--- config.mk ---
export PLATFORM = sky130hd
export DESIGN_NAME = prog_loader
export DESIGN_NICKNAME = d
export VERILOG_FILES = /design/src/rtl/prog_loader_pkg.sv /design/src/rtl/prog_loader_word_assembler.sv /design/src/rtl/prog_loader.sv
export SDC_FILE = /design/constraint.sdc
export NUM_CORES = 1
export LEC_CHECK = 0
export BUFFER_PORTS_ARGS = -buffer_cell sky130_fd_sc_hd__buf_2
export CORE_MARGIN = 1
export CORE_UTILIZATION = 59
export CTS_BUF_LIST = sky130_fd_sc_hd__clkbuf_2
export CTS_CLUSTER_SIZE = 16
export DETAILED_ROUTE_END_ITERATION = 10
export PLACE_DENSITY = 0.81
export SYNTH_ARGS = -nofsm -noshare
export SYNTH_HDL_FRONTEND = slang
export SYNTH_SLANG_ARGS = --single-unit
--- constraint.sdc ---
create_clock -name clk -period 2.85 [get_ports clk]
set_input_delay 0.57 -clock clk [delete_from_list [all_inputs] [get_ports clk]]
set_output_delay 0.57 -clock clk [all_outputs]
set_load 0.01 [all_outputs]
--- src/rtl/prog_loader_pkg.sv ---
// Shared types and constants for the program-load front end.
// PROG_LOADER_CHECKSUM_EN (see prog_loader.sv) enables the XOR trailer check.
package prog_loader_pkg;

    typedef enum logic [2:0] {
        IDLE  = 3'd0,
        LEN   = 3'd1,
        LOAD  = 3'd2,
        CHECK = 3'd3,
        RUN   = 3'd4
    } state_e;

    localparam int DEFAULT_DATA_WIDTH = 32;
    localparam int BYTES_PER_WORD     = DEFAULT_DATA_WIDTH / 8;
    localparam int LEN_BYTES          = 2;
    localparam int ACK_QUAL_CYCLES    = 2;

    function automatic int bytes_per_word_f(input int data_width);
        return data_width / 8;
    endfunction

endpackage

--- src/rtl/prog_loader_word_assembler.sv ---
// Packs little-endian bytes into words; word_valid_o is combinational on the
// last byte of a word and word_o carries the completed word in that cycle.
module word_assembler
    import prog_loader_pkg::*;
#(
    parameter int DATA_WIDTH = 8 * BYTES_PER_WORD
) (
    input  logic                  clk,
    input  logic                  arst_n,
    input  logic                  clear_i,
    input  logic                  byte_valid_i,
    input  logic [7:0]            byte_i,
    output logic                  word_valid_o,
    output logic [DATA_WIDTH-1:0] word_o
);

    localparam int BPW   = bytes_per_word_f(DATA_WIDTH);
    localparam int CNT_W = (BPW > 1) ? $clog2(BPW) : 1;

    logic [DATA_WIDTH-1:0] shreg_q, shreg_d;
    logic [CNT_W-1:0]      cnt_q, cnt_d;
    logic                  last_byte;
    logic [DATA_WIDTH-1:0] shifted;

    // Bytes enter at the top so byte k ends up in bits [8k+7:8k].
    assign shifted   = {byte_i, shreg_q[DATA_WIDTH-1:8]};
    assign last_byte = (cnt_q == CNT_W'(BPW - 1));

    always_comb begin
        shreg_d = shreg_q;
        cnt_d   = cnt_q;
        if (clear_i) begin
            shreg_d = '0;
            cnt_d   = '0;
        end else if (byte_valid_i) begin
            shreg_d = shifted;
            cnt_d   = last_byte ? '0 : cnt_q + 1'b1;
        end
    end

    assign word_valid_o = byte_valid_i && last_byte && !clear_i;
    assign word_o       = shifted;

    always_ff @(posedge clk or negedge arst_n) begin
        if (!arst_n) begin
            shreg_q <= '0;
            cnt_q   <= '0;
        end else begin
            shreg_q <= shreg_d;
            cnt_q   <= cnt_d;
        end
    end

endmodule

--- src/rtl/prog_loader.sv ---
// Program-load front end: length header, word packing, imem writes, PC handshake.
// Define PROG_LOADER_CHECKSUM_EN to require an XOR trailer byte after the data.
module prog_loader
    import prog_loader_pkg::*;
#(
    parameter int DATA_WIDTH = 32,
    parameter int ADDR_WIDTH = 10
) (
    input  logic                  clk,
    input  logic                  arst_n,
    input  logic                  clear,
    input  logic                  rx_valid,
    input  logic [7:0]            rx_data,
    output logic                  imem_we,
    output logic [ADDR_WIDTH-1:0] imem_addr,
    output logic [DATA_WIDTH-1:0] imem_wdata,
    output logic                  prog_ready,
    input  logic                  prog_ack,
    output logic                  load_busy,
    output logic                  load_err,
    output logic                  done,
    output state_e                dbg_state
);

    localparam int          IDX_W     = ADDR_WIDTH + 1;
    localparam int          LEN_W     = 8 * LEN_BYTES;
    localparam int unsigned DEPTH     = 1 << ADDR_WIDTH;
    localparam int          ACK_CNT_W = $clog2(ACK_QUAL_CYCLES) + 1;

    // Handshake: rx_valid is a strobe with no back-pressure, so every byte
    // presented in LEN/LOAD is consumed in its cycle; prog_ready is a level
    // held until a qualified prog_ack level, answered by a one-cycle done.

    state_e                 state_q, state_d;
    logic [7:0]             len_lo_q, len_lo_d;
    logic [IDX_W-1:0]       word_cnt_q, word_cnt_d;
    logic [IDX_W-1:0]       word_idx_q, word_idx_d;
    logic                   stage_valid_q, stage_valid_d;
    logic [DATA_WIDTH-1:0]  stage_data_q, stage_data_d;
    logic                   last_asm_q, last_asm_d;
    logic                   err_q, err_d;
    logic                   done_q, done_d;
    logic [ACK_CNT_W-1:0]   ack_cnt_q, ack_cnt_d;
`ifdef PROG_LOADER_CHECKSUM_EN
    logic [7:0]             xor_q, xor_d;
`endif

    logic                  asm_valid;
    logic                  word_valid;
    logic [DATA_WIDTH-1:0] word;
    logic [LEN_W-1:0]      n_full;
    logic                  len_bad;
    logic                  ack_qual;

    assign n_full    = {rx_data, len_lo_q};
    assign len_bad   = (n_full == '0) || (32'(n_full) > DEPTH);
    assign asm_valid = rx_valid && (state_q == LOAD) && !last_asm_q;
    assign ack_qual  = prog_ack && (ack_cnt_q >= ACK_CNT_W'(ACK_QUAL_CYCLES - 1));

    word_assembler #(
        .DATA_WIDTH (DATA_WIDTH)
    ) u_asm (
        .clk          (clk),
        .arst_n       (arst_n),
        .clear_i      (clear),
        .byte_valid_i (asm_valid),
        .byte_i       (rx_data),
        .word_valid_o (word_valid),
        .word_o       (word)
    );

    always_comb begin
        state_d       = state_q;
        len_lo_d      = len_lo_q;
        word_cnt_d    = word_cnt_q;
        word_idx_d    = word_idx_q;
        stage_valid_d = 1'b0;
        stage_data_d  = stage_data_q;
        last_asm_d    = last_asm_q;
        err_d         = err_q;
        done_d        = 1'b0;
        ack_cnt_d     = '0;
`ifdef PROG_LOADER_CHECKSUM_EN
        xor_d         = xor_q;
`endif
        if (clear) begin
            state_d    = IDLE;
            err_d      = 1'b0;
            last_asm_d = 1'b0;
        end else begin
            case (state_q)
                IDLE: begin
                    if (rx_valid) begin
                        len_lo_d = rx_data;
                        err_d    = 1'b0;
                        state_d  = LEN;
                    end
                end
                LEN: begin
                    if (rx_valid) begin
                        if (len_bad) begin
                            err_d   = 1'b1;
                            state_d = IDLE;
                        end else begin
                            word_cnt_d = IDX_W'(n_full);
                            word_idx_d = '0;
                            last_asm_d = 1'b0;
`ifdef PROG_LOADER_CHECKSUM_EN
                            xor_d      = '0;
`endif
                            state_d    = LOAD;
                        end
                    end
                end
                LOAD: begin
`ifdef PROG_LOADER_CHECKSUM_EN
                    if (asm_valid) xor_d = xor_q ^ rx_data;
`endif
                    if (word_valid) begin
                        stage_valid_d = 1'b1;
                        stage_data_d  = word;
                        if (word_idx_q == word_cnt_q - 1'b1) last_asm_d = 1'b1;
                    end
                    // last_asm_q is only ever set for the cycle of the final write.
                    if (stage_valid_q) begin
                        word_idx_d = word_idx_q + 1'b1;
                        if (last_asm_q) begin
                            last_asm_d = 1'b0;
`ifdef PROG_LOADER_CHECKSUM_EN
                            if (rx_valid) begin
                                if (rx_data == xor_q) begin
                                    state_d = RUN;
                                end else begin
                                    err_d   = 1'b1;
                                    state_d = IDLE;
                                end
                            end else begin
                                state_d = CHECK;
                            end
`else
                            state_d = RUN;
`endif
                        end
                    end
                end
                CHECK: begin
`ifdef PROG_LOADER_CHECKSUM_EN
                    if (rx_valid) begin
                        if (rx_data == xor_q) begin
                            state_d = RUN;
                        end else begin
                            err_d   = 1'b1;
                            state_d = IDLE;
                        end
                    end
`else
                    state_d = IDLE;
`endif
                end
                RUN: begin
                    ack_cnt_d = ack_cnt_q;
                    if (ack_cnt_q < ACK_CNT_W'(ACK_QUAL_CYCLES - 1)) ack_cnt_d = ack_cnt_q + 1'b1;
                    if (ack_qual) begin
                        done_d  = 1'b1;
                        state_d = IDLE;
                    end
                end
                default: state_d = IDLE;
            endcase
        end
    end

    always_ff @(posedge clk or negedge arst_n) begin
        if (!arst_n) begin
            state_q       <= IDLE;
            len_lo_q      <= '0;
            word_cnt_q    <= '0;
            word_idx_q    <= '0;
            stage_valid_q <= 1'b0;
            stage_data_q  <= '0;
            last_asm_q    <= 1'b0;
            err_q         <= 1'b0;
            done_q        <= 1'b0;
            ack_cnt_q     <= '0;
`ifdef PROG_LOADER_CHECKSUM_EN
            xor_q         <= '0;
`endif
        end else begin
            state_q       <= state_d;
            len_lo_q      <= len_lo_d;
            word_cnt_q    <= word_cnt_d;
            word_idx_q    <= word_idx_d;
            stage_valid_q <= stage_valid_d;
            stage_data_q  <= stage_data_d;
            last_asm_q    <= last_asm_d;
            err_q         <= err_d;
            done_q        <= done_d;
            ack_cnt_q     <= ack_cnt_d;
`ifdef PROG_LOADER_CHECKSUM_EN
            xor_q         <= xor_d;
`endif
        end
    end

    assign imem_we    = stage_valid_q;
    assign imem_addr  = word_idx_q[ADDR_WIDTH-1:0];
    assign imem_wdata = stage_data_q;
    assign prog_ready = (state_q == RUN);
    assign load_busy  = (state_q == LEN) || (state_q == LOAD);
    assign load_err   = err_q;
    assign done       = done_q;
    assign dbg_state  = state_q;

endmodule

Yosys cells after proc, flatten, opt, wreduce, memory -nomap -nowiden. Index checks and enable logic that the tools add are counted.

Mux-type cells: 39. $add $sub $neg: 4. Equal/unequal tests: 16. Reduce and logical (&&, ||, !) cells: 22. $lt $le $gt $ge: 3. Bitwise gates (word level): 2.

Operator list (number): $mux W32 (2); $mux W11 (3); $pmux W11 S2 (1); $mux W3 (6); $ne A3 B3 Y1 const B (6); $mux W1 (17); $gt A16 B11 Y1 const B (1); $logic_not A16 Y1 (1); $mux W2 (7); $pmux W3 S4 (1); $add A11 B1 Y11 const B (1); $eq A11 B11 Y1 (1); $sub A11 B1 Y11 const B (1); $reduce_and A5 Y1 (2); $reduce_and A3 Y1 (3); $reduce_and A4 Y1 (2); $ne A2 B2 Y1 const B (3); $ne A3 B2 Y1 const B (2); $reduce_bool A3 Y1 (2); $logic_and A1 B1 Y1 (5); $add A2 B1 Y2 const B (2); $pmux W1 S2 (2); $reduce_bool A2 Y1 (2); $eq A3 B1 Y1 const B (1); other kinds (9) (12).

Input bits: 13. Flip-flop bits (word level): 105. Output and inout bits: 50. Logic and storage cells: 98.

Logic depth before layout (Yosys ltp). Gate-level depths: netlist of the first run.

Word-level depth: 10. Depth in mapped cells: 7. Gate-level depth less buffers: 7.

By module. From an unflattened synthesis of the first run, not the netlist that was laid out.

Cells, all modules: 483. Area total of the unflattened synthesis: 4883.4 um2.

By module, submodules not included: prog_loader (seq. area each 1776.7 um2, times used 1, cells each 388, area an instance 3727.3 um2); word_assembler (seq. area each 650.6 um2, times used 1, cells each 95, area an instance 1156.1 um2).

Worst setup path after synthesis of the first run. No wires, ideal clock.

Kind: input to register. Start: input rx_data[1]. End: register word_cnt_q[10]. Path slack: 0.573 ns. Path buffers: 1. Arrival time: 2.151 ns. Cell stages on the path: 6. Library setup time: 0.125 ns. Data required time: 2.725 ns. Cell sequence: or4_1 > o31ai_1 > nand3_2 > nor3_2 > buf_6 > mux2_4.

Longest elaborated chain between the ends: 4. Elaborated cells on any way between the ends: 5. Classes of those cells: order compare: 1; bitwise: 1; reduce/logical: 3.

RTL lines: start: declaration (line prog_loader.sv:13) `input logic [7:0] rx_data,`; $gt A16 B11 Y1 / $logic_not A16 Y1 (equally long branches) (line prog_loader.sv:56) `assign len_bad = (n_full == '0) || (32'(n_full) > DEPTH);`; $logic_or A1 B1 Y1 * (line prog_loader.sv:56); $not A1 Y1 (no line) *; $reduce_and A4 Y1 (no line) *; end signal: assignment (line prog_loader.sv:191) `word_cnt_q <= word_cnt_d;`; end: declaration (line prog_loader.sv:36) `logic [IDX_W-1:0] word_cnt_q, word_cnt_d;`.

Mark *: on every way between the ends. The rest lies on a longest branch, timed or not. A chain may end at the register's enable or synchronous reset.

Worst setup path in the final report of the first run.
Start: register state_q[0] (netlist: dbg_state[0]). End: output load_busy.

Longest elaborated chain between the ends: 2. Elaborated cells on any way between the ends: 3. Classes of those cells: eq/ne: 2; reduce/logical: 1.

RTL lines: start: declaration (line prog_loader.sv:34) `state_e state_q, state_d;`; start signal: assignment (line prog_loader.sv:189) `state_q <= state_d;`; $eq A3 B1 Y1 / $eq A3 B2 Y1 (equally long branches) (line prog_loader.sv:209) `assign load_busy = (state_q == LEN) || (state_q == LOAD);`; $logic_or A1 B1 Y1 * (line prog_loader.sv:209); end: declaration (line prog_loader.sv:19) `output logic load_busy,`.

Marked as above.

==> metrics.md, run 1 <==
| Metric | Value |
|---|---|
| Status | `completed` |
| Most area-consuming cells after synthesis | `sky130_fd_sc_hd__dfrtp_1, sky130_fd_sc_hd__mux2_2, sky130_fd_sc_hd__nand2_1` |
| Ant. Diodes | `0` |
| Synth Instances | `432` |
| Length of the first detailed-routing pass in iterations | `5` |
| Cell row count | `31` |
| Antenna violations before repair | `0` |
| Startpoint class of the critical path | `flip-flop` |
| Final Cycle Share | `90.19%` |
| Worst min-delay path category | `input port to flip-flop` |
| Worst r2r path cells | `6` |
| Buffers inserted by post-CTS timing repair | `0` |
| Startpoint of the worst setup timing path | `dbg_state[0]` |
| Leading cell type in the layout, fill and taps excluded | `sky130_fd_sc_hd__dfrtp_1` |
| Syn Nets | `450` |
| Average cell area after synthesis | `10.50 sq um` |
| Fraction of post-synthesis cell area in the top cell type by area | `53.50%` |
| Smallest hold slack | `0.2094 ns` |
| Die Span X | `89.69 microns` |
| Combinational group share of total power | `11.3%` |
| Count of cell types in the netlist | `49` |
| Number of global-route vias before repair | `3188` |
| Final critical-path required period | `2.570 ns` |
| Clock network fraction of total power | `28.4%` |
| Setup-failing EPs final | `0` |
| Unrepaired setup endpoints after global routing | `false` |
| Post-synthesis to final-layout area growth | `11.00%` |
| H-Tree Depth | `3` |
| Sequential share of the synthesized area | `53.50%` |
| Setup skew after layout | `0.01935 ns` |
| Class of the most critical setup path | `flip-flop to output port` |
| Latest clock arrival within the worst-skew pair | `0.58 ns` |
| Die Y-Extent | `89.69 microns` |
| Summed negative setup slack over all endpoints | `0 ns` |
| Worst EP required | `2.28 ns` |
| Pwr/cell area | `490.8 nW/um^2` |
| Design internal power | `1.771 mW` |
| Number of nets with antenna violations after routing | `0` |
| Commonest non-fill, non-tap cells in the layout | `sky130_fd_sc_hd__dfrtp_1, sky130_fd_sc_hd__nand2_1, sky130_fd_sc_hd__buf_2, sky130_fd_sc_hd__a21oi_1, sky130_fd_sc_hd__mux2_2` |
| Fraction of final layout cells with drive strength greater than 1 | `28.25%` |
| Pre-CTS WS | `0.3162 ns` |
| Highest clock rate | `389.0 MHz` |
| Count of boundary I/O pins | `63` |
| Number of remaining DRC errors | `0` |
| Inserted Clock Buffers | `9` |
| Number of DRC markers after the initial detailed-route iteration | `199` |
| Clock slew at reported path FFs | `0.26 ns` |
| Clock tree from TritonCTS | `yes` |
| Global-route wire length before repair | `15450 microns` |
| Total via count in the routed design | `3340` |
| Library cell with the largest summed area after synthesis | `sky130_fd_sc_hd__dfrtp_1` |
| Number of warnings printed during yosys synthesis | `0` |
| Post-synth EDFFs | `0` |
| Share of flip-flops with an asynchronous set or reset | `100.0%` |
| Sum of net half-perimeters after detailed placement | `6612 microns` |
| Die area | `8044 sq um` |
| Register share of total power | `60.3%` |
| Area of the core region | `7331 sq um` |
| Worst slew slack as a fraction of its limit | `51.20%` |
| Pin count of the biggest net entering global routing | `53` |
| Top FF cell, synth | `sky130_fd_sc_hd__dfrtp_1` |
| Flop2flop setup slack | `0.50 ns` |
| Via density | `5.651` |
| Count of input and output buffers | `62` |
| Starting density of the core | `61.89%` |
| Final routed wire length divided by cell count | `15.65 microns` |
| Arrival time at the worst endpoint | `2.00 ns` |
| Switching share of total power | `28.36%` |
| Endpoint kind of the worst setup timing path | `output port` |
| Final number of hold-violating endpoints | `0` |
| Final nets | `505` |
| Clock root cell | `sky130_fd_sc_hd__clkbuf_2` |
| Least-Margin Pin Slew | `0.7253 ns` |
| Slack of the critical path | `0.2795 ns` |
| Max IR drop VDD | `339.2 uV` |
| Leak pwr | `2.509 nW` |
| CP max FO | `13` |
| Net switching power of the design | `0.7010 mW` |
| Deepest clock path buffer count | `2` |
| R2R Path End | `word_cnt_q[0]` |
| Fin. max-slew vios | `0` |
| Number of maximum-capacitance violations | `0` |
| Destination of the worst hold path | `imem_wdata[28]` |
| Post-synthesis instance area | `4537 sq um` |
| Clock net sink count | `97` |
| Flop and latch count out of synthesis | `97` |
| Wire length after detailed routing | `9248 microns` |
| Grt total ovfl | `0` |
| Hold Crit Depth | `3` |
| HP Start | `rx_data[4]` |
| Global-route usage over all layers | `25.71%` |
| Source of the worst register-to-register timing path | `dbg_state[0]` |
| Weighted congestion reported at the end of routability-driven placement | `0.8630` |
==> worst max-delay path by stage <==
stage / endpoint / slack, ns / cells after the start
after global routing: load_busy / 0.20 / 3
after global placement: word_cnt_q[0] / 0.35 / 7
after detailed placement: word_cnt_q[0] / 0.32 / 7
after CTS: load_busy / 0.26 / 3
final: load_busy / 0.28 / 3
after floorplan: word_cnt_q[10] / 0.57 / 6
==> critical path: stages, from the launching register on <==
cell	delay, ns
sky130_fd_sc_hd__dfrtp_1	0.53
sky130_fd_sc_hd__or3b_2	0.66
sky130_fd_sc_hd__nand2_1	0.12
sky130_fd_sc_hd__buf_2	0.13
==> cell families after synthesis <==
family / after synthesis / synth area share [%]
AND/OR/NAND/NOR: 158 / 16.49
flip-flops: 97 / 53.50
AO/OA/AOI/OAI: 72 / 9.598
multiplexers: 45 / 11.97
buffers and inverters: 43 / 4.743
XOR/XNOR: 12 / 2.317
adder cells (fa/ha/maj): 5 / 1.379
==> per-layer routing <==
layer | track usage (%) | wire, microns | vias up
li1 | - | - | 1613
met1 | 35.91 | 4222 | 1605
met2 | 40.29 | 4388 | 103
met3 | 3.473 | 422 | 19
met4 | 11.98 | 214 | 0
met5 | 0 | 0 | -
==> cell usage after synthesis (2+ instances only) <==
| cell | count |
|---|---|
| sky130_fd_sc_hd__nand2_1 | 86 |
| sky130_fd_sc_hd__nor2b_1 | 5 |
| sky130_fd_sc_hd__inv_1 | 14 |
| sky130_fd_sc_hd__buf_6 | 2 |
| sky130_fd_sc_hd__nor3b_1 | 2 |
| sky130_fd_sc_hd__or3_1 | 4 |
| sky130_fd_sc_hd__a31oi_1 | 7 |
| sky130_fd_sc_hd__or3b_2 | 4 |
| sky130_fd_sc_hd__dfrtp_1 | 97 |
| sky130_fd_sc_hd__nor2_1 | 19 |
| sky130_fd_sc_hd__nor3_1 | 9 |
| sky130_fd_sc_hd__nor3_2 | 2 |
| sky130_fd_sc_hd__o22ai_1 | 6 |
| sky130_fd_sc_hd__a21oi_1 | 35 |
| sky130_fd_sc_hd__xnor2_1 | 9 |
| sky130_fd_sc_hd__or4_1 | 6 |
| sky130_fd_sc_hd__ha_1 | 5 |
| sky130_fd_sc_hd__a41oi_1 | 4 |
| sky130_fd_sc_hd__mux2_2 | 34 |
| sky130_fd_sc_hd__nand4_1 | 3 |
| sky130_fd_sc_hd__clkbuf_1 | 14 |
| sky130_fd_sc_hd__nand2b_1 | 2 |
| sky130_fd_sc_hd__o21ai_0 | 7 |
| sky130_fd_sc_hd__xor2_1 | 3 |
| sky130_fd_sc_hd__nor4_1 | 7 |
| sky130_fd_sc_hd__o31ai_1 | 2 |
| sky130_fd_sc_hd__buf_4 | 10 |
| sky130_fd_sc_hd__mux2_4 | 10 |
| sky130_fd_sc_hd__nand3_1 | 4 |
==> flip-flops by register name, indices dropped and copies added, names as in the netlist <==
name / cells
imem_wdata: 32
u_asm.shreg_q: 24
word_cnt_q: 11
word_idx_q: 11
len_lo_q: 8
dbg_state: 3
ack_cnt_q: 2
u_asm.cnt_q: 2
done: 1
imem_we: 1
last_asm_q: 1
load_err: 1
==> final cells by class <==
type,count,area (sq um)
clock inverter,7,86.33
tap,99,123.9
timing repair buffer,72,402.9
clock buffer,9,45.04
multi-input combinational,292,1894
sequential,97,2427
fill,559,2295
inverter,15,56.30
==> power groups by stage <==
stage                     Clock [mW]  Sequential, mW  Combinational, mW
after floorplan                    0            1.49              0.211
after global placement             0            1.51              0.267
after detailed placement           0            1.51              0.278
after CTS                      0.720            1.49              0.280
after global routing           0.776            1.50              0.312
final                          0.702            1.49              0.278
==> metrics by stage <==
step / power [mW] / util [%] / cell area (sq um) / std cells
CTS: 2.491 / 68.70 / 5036 / 591
finish: 2.472 / 68.70 / 5036 / 591
floorplan: 1.699 / - / 4537 / 432
detailed placement: 1.792 / 66.77 / 4895 / 574
global route: 2.590 / 68.70 / 5036 / 591
global placement: 1.777 / 66.77 / 4895 / 574
==> what timing repair did <==
action / 4_1_cts / 5_1_grt
hold endpoints to repair: 45 / 0
hold buffers: 1 / 0
resized for setup: 0 / 0
(Power assumes the default switching activity.)
==> run 2, diff against run 1 <==
--- a/config.mk
+++ b/config.mk
@@ -6,12 +6,14 @@
 export NUM_CORES = 1
 export LEC_CHECK = 0
 export BUFFER_PORTS_ARGS = -buffer_cell sky130_fd_sc_hd__buf_2
+export CELL_PAD_IN_SITES_DETAIL_PLACEMENT = 1
+export CELL_PAD_IN_SITES_GLOBAL_PLACEMENT = 1
 export CORE_MARGIN = 1
-export CORE_UTILIZATION = 59
+export CORE_UTILIZATION = 47
 export CTS_BUF_LIST = sky130_fd_sc_hd__clkbuf_2
 export CTS_CLUSTER_SIZE = 16
 export DETAILED_ROUTE_END_ITERATION = 10
-export PLACE_DENSITY = 0.81
+export PLACE_DENSITY = 0.82
 export SYNTH_ARGS = -nofsm -noshare
 export SYNTH_HDL_FRONTEND = slang
 export SYNTH_SLANG_ARGS = --single-unit
==> metrics.md, run 2 (synthesis results as in run 1) <==
| Metric | Value |
|---|---|
| Leak pwr | `2.513 nW (+0.18%)` |
| Number of nets with antenna violations after routing | `0 (unchanged)` |
| Ant. Diodes | `0 (unchanged)` |
| Clock network fraction of total power | `28.9% (+0.5 points)` |
| Post-layout power | `2.506 mW (+1.4%)` |
| Cell area after placement | `4940 sq um (+0.92%)` |
| Final critical-path required period | `2.594 ns (+0.02372 ns)` |
| Destination of the worst hold path | `imem_wdata[29]` |
| Number of remaining DRC errors | `0 (unchanged)` |
| Design internal power | `1.773 mW (+0.13%)` |
| Total via count in the routed design | `3453 (+3.4%)` |
| Worst min-delay path category | `input port to flip-flop` |
| Deepest clock path buffer count | `2 (unchanged)` |
| Clock net sink count | `97 (unchanged)` |
| Number of maximum-capacitance violations | `0 (unchanged)` |
| Final nets | `506 (+0.20%)` |
| Number of global-route vias before repair | `3588 (+13%)` |
| R2R Path End | `word_cnt_q[0]` |
| Series of cell instances along the critical path | `or3b_2 -> nand2_1 -> buf_2` |
| Clock root cell | `sky130_fd_sc_hd__clkbuf_2` |
| Flop2flop setup slack | `0.39 ns (-0.11 ns)` |
| Starting density of the core | `48.87% (-13 points)` |
| Count of boundary I/O pins | `63 (unchanged)` |
| Cell row count | `35 (+13%)` |
| Endpoint kind of the worst setup timing path | `output port` |
| Post-synthesis to final-layout area growth | `12.00%` |
| H-Tree Depth | `3 (unchanged)` |
| Latest clock arrival within the worst-skew pair | `0.58 ns (about the same)` |
| Net switching power of the design | `0.7331 mW (+4.6%)` |
| Worst slew slack as a fraction of its limit | `51.03% (-0.17 points)` |
| Startpoint class of the critical path | `flip-flop` |
| Source of the worst register-to-register timing path | `dbg_state[1]` |
| Final number of hold-violating endpoints | `0 (unchanged)` |
| Antenna violations before repair | `0 (unchanged)` |
| Largest stage delay, worst path | `0.65 ns (about the same)` |
| Status | `completed` |
| Die Y-Extent | `100.3 microns (+12%)` |
| Via density | `5.551 (-1.8%)` |
| Number of DRC markers after the initial detailed-route iteration | `167 (-16%)` |
| Length of the first detailed-routing pass in iterations | `4 (-1)` |
| Unrepaired setup endpoints after global routing | `false` |
| Commonest non-fill, non-tap cells in the layout | `sky130_fd_sc_hd__dfrtp_1, sky130_fd_sc_hd__nand2_1, sky130_fd_sc_hd__buf_2, sky130_fd_sc_hd__a21oi_1, sky130_fd_sc_hd__mux2_2` |
| CP max FO | `13 (unchanged)` |
| Register share of total power | `59.6% (-0.7 points)` |
| Hold Crit Depth | `3 (unchanged)` |
| Total buffers and inverters traversed by the critical path | `1 (unchanged)` |
| Clock slew at reported path FFs | `0.27 ns (about the same)` |
| Arrival time at the worst endpoint | `2.02 ns (+0.02 ns)` |
| Final routed wire length divided by cell count | `18.10 microns (+16%)` |
| Setup-failing EPs final | `0 (unchanged)` |
| Setup skew after layout | `0.03815 ns (+0.01880 ns)` |
| Die Span X | `100.3 microns (+12%)` |
| Inserted Clock Buffers | `9 (unchanged)` |
| Leading cell type in the layout, fill and taps excluded | `sky130_fd_sc_hd__dfrtp_1` |
| Sum of net half-perimeters after detailed placement | `7840 microns (+19%)` |
| Count of input and output buffers | `62 (unchanged)` |
| Weighted congestion reported at the end of routability-driven placement | `0.7954 (-7.8%)` |
| Worst EP required | `2.28 ns (about the same)` |
| HP Start | `rx_data[5]` |
| Combinational group share of total power | `11.5% (+0.2 points)` |
| Final Cell Area | `5081 sq um (+0.89%)` |
| Final Cycle Share | `91.02% (+0.83 points)` |
| Die area | `10050 sq um (+25%)` |
| Clock tree from TritonCTS | `yes` |
| Class of the most critical setup path | `flip-flop to output port` |
| Pwr/cell area | `493.2 nW/um^2 (+0.49%)` |
| Area of the core region | `9284 sq um (+27%)` |
| Least-Margin Pin Slew | `0.7278 ns (+0.002457 ns)` |
| Largest delay share family, worst path | `simple AND/OR/NAND/NOR gates` |
| Wire length after detailed routing | `11260 microns (+22%)` |
| Fraction of final layout cells with drive strength greater than 1 | `28.40% (+0.15 points)` |
| Max FFs per register | `32 (unchanged)` |
| Global-route wire length before repair | `18930 microns (+23%)` |
| Grt total ovfl | `0 (unchanged)` |
| Summed negative setup slack over all endpoints | `0 ns (unchanged)` |
| Highest clock rate | `385.5 MHz (-0.91%)` |
| Pin count of the biggest net entering global routing | `46 (-13%)` |
| Fin. max-slew vios | `0 (unchanged)` |
| Max IR drop VDD | `208.4 uV (-39%)` |
| Worst r2r path cells | `6 (unchanged)` |
| Highest-delay cell along the critical path | `sky130_fd_sc_hd__or3b_2` |
| Global-route usage over all layers | `24.52% (-1.2 points)` |
| Smallest hold slack | `0.2224 ns (+0.01297 ns)` |
| Switching share of total power | `29.25% (+0.89 points)` |
-- run 2: stage by stage --
step	setup slack [ns]	utilization (%)	cells
final	0.2558	54.73	622
after global routing	0.1499	54.73	622
after CTS	0.2444	54.73	622
after detailed placement	0.2152	53.21	605
after global placement	0.3400	53.21	605
after floorplan	0.5735	-	432
-- run 2: layer usage --
layer  share of wire [%]  global-route usage (%)  wire [microns]  up-vias
met5                   0                       0               0        -
met4                 1.4                   8.361             158        0
met3                 3.0                   3.134             338       15
met2                  50                   41.36            5663       76
met1                  45                   32.83            5099     1755
li1                    -                       -               -     1607
-- run 2: how the worst max path moves through the flow --
stage	startpoint	endpoint	slack, ns	cells past startpoint
2_1_floorplan	rx_data[1]	word_cnt_q[10]	0.57	6
3_3_place_gp	rx_data[1]	word_cnt_q[0]	0.34	7
3_5_place_dp	rx_data[1]	word_cnt_q[0]	0.22	7
4_1_cts	dbg_state[1]	load_busy	0.24	3
5_1_grt	dbg_state[1]	load_busy	0.15	3
6_report	dbg_state[1]	load_busy	0.26	3
-- run 2: repair_timing --
| action | in CTS | in global routing |
|---|---|---|
| hold buffers | 1 | 0 |
| buffers inserted | 0 | 0 |
| resized for setup | 0 | 0 |
| hold endpoints to repair | 37 | 0 |
-- run 2: cell type report --
type	count	area, sq um
inverters	15	56.30
multi-input cells	292	1894
flip-flops and latches	97	2427
well taps	129	161.4
clock inverters	7	86.33
fillers	1095	4203
repair buffers	73	410.4
clock buffers	9	45.04
-- run 2: worst min-delay path, delay by kind of cell --
kind | cells | cell delay (ns)
buf+inv | 1 | 0.12
simple gates | 2 | 0.10
-- run 2: power groups by stage --
stage          registers [mW]  logic, mW  clock network [mW]
2_1_floorplan            1.49      0.211                   0
3_3_place_gp             1.51      0.274                   0
3_5_place_dp             1.52      0.285                   0
4_1_cts                  1.49      0.289               0.743
5_1_grt                  1.50      0.323               0.790
6_report                 1.49      0.287               0.725
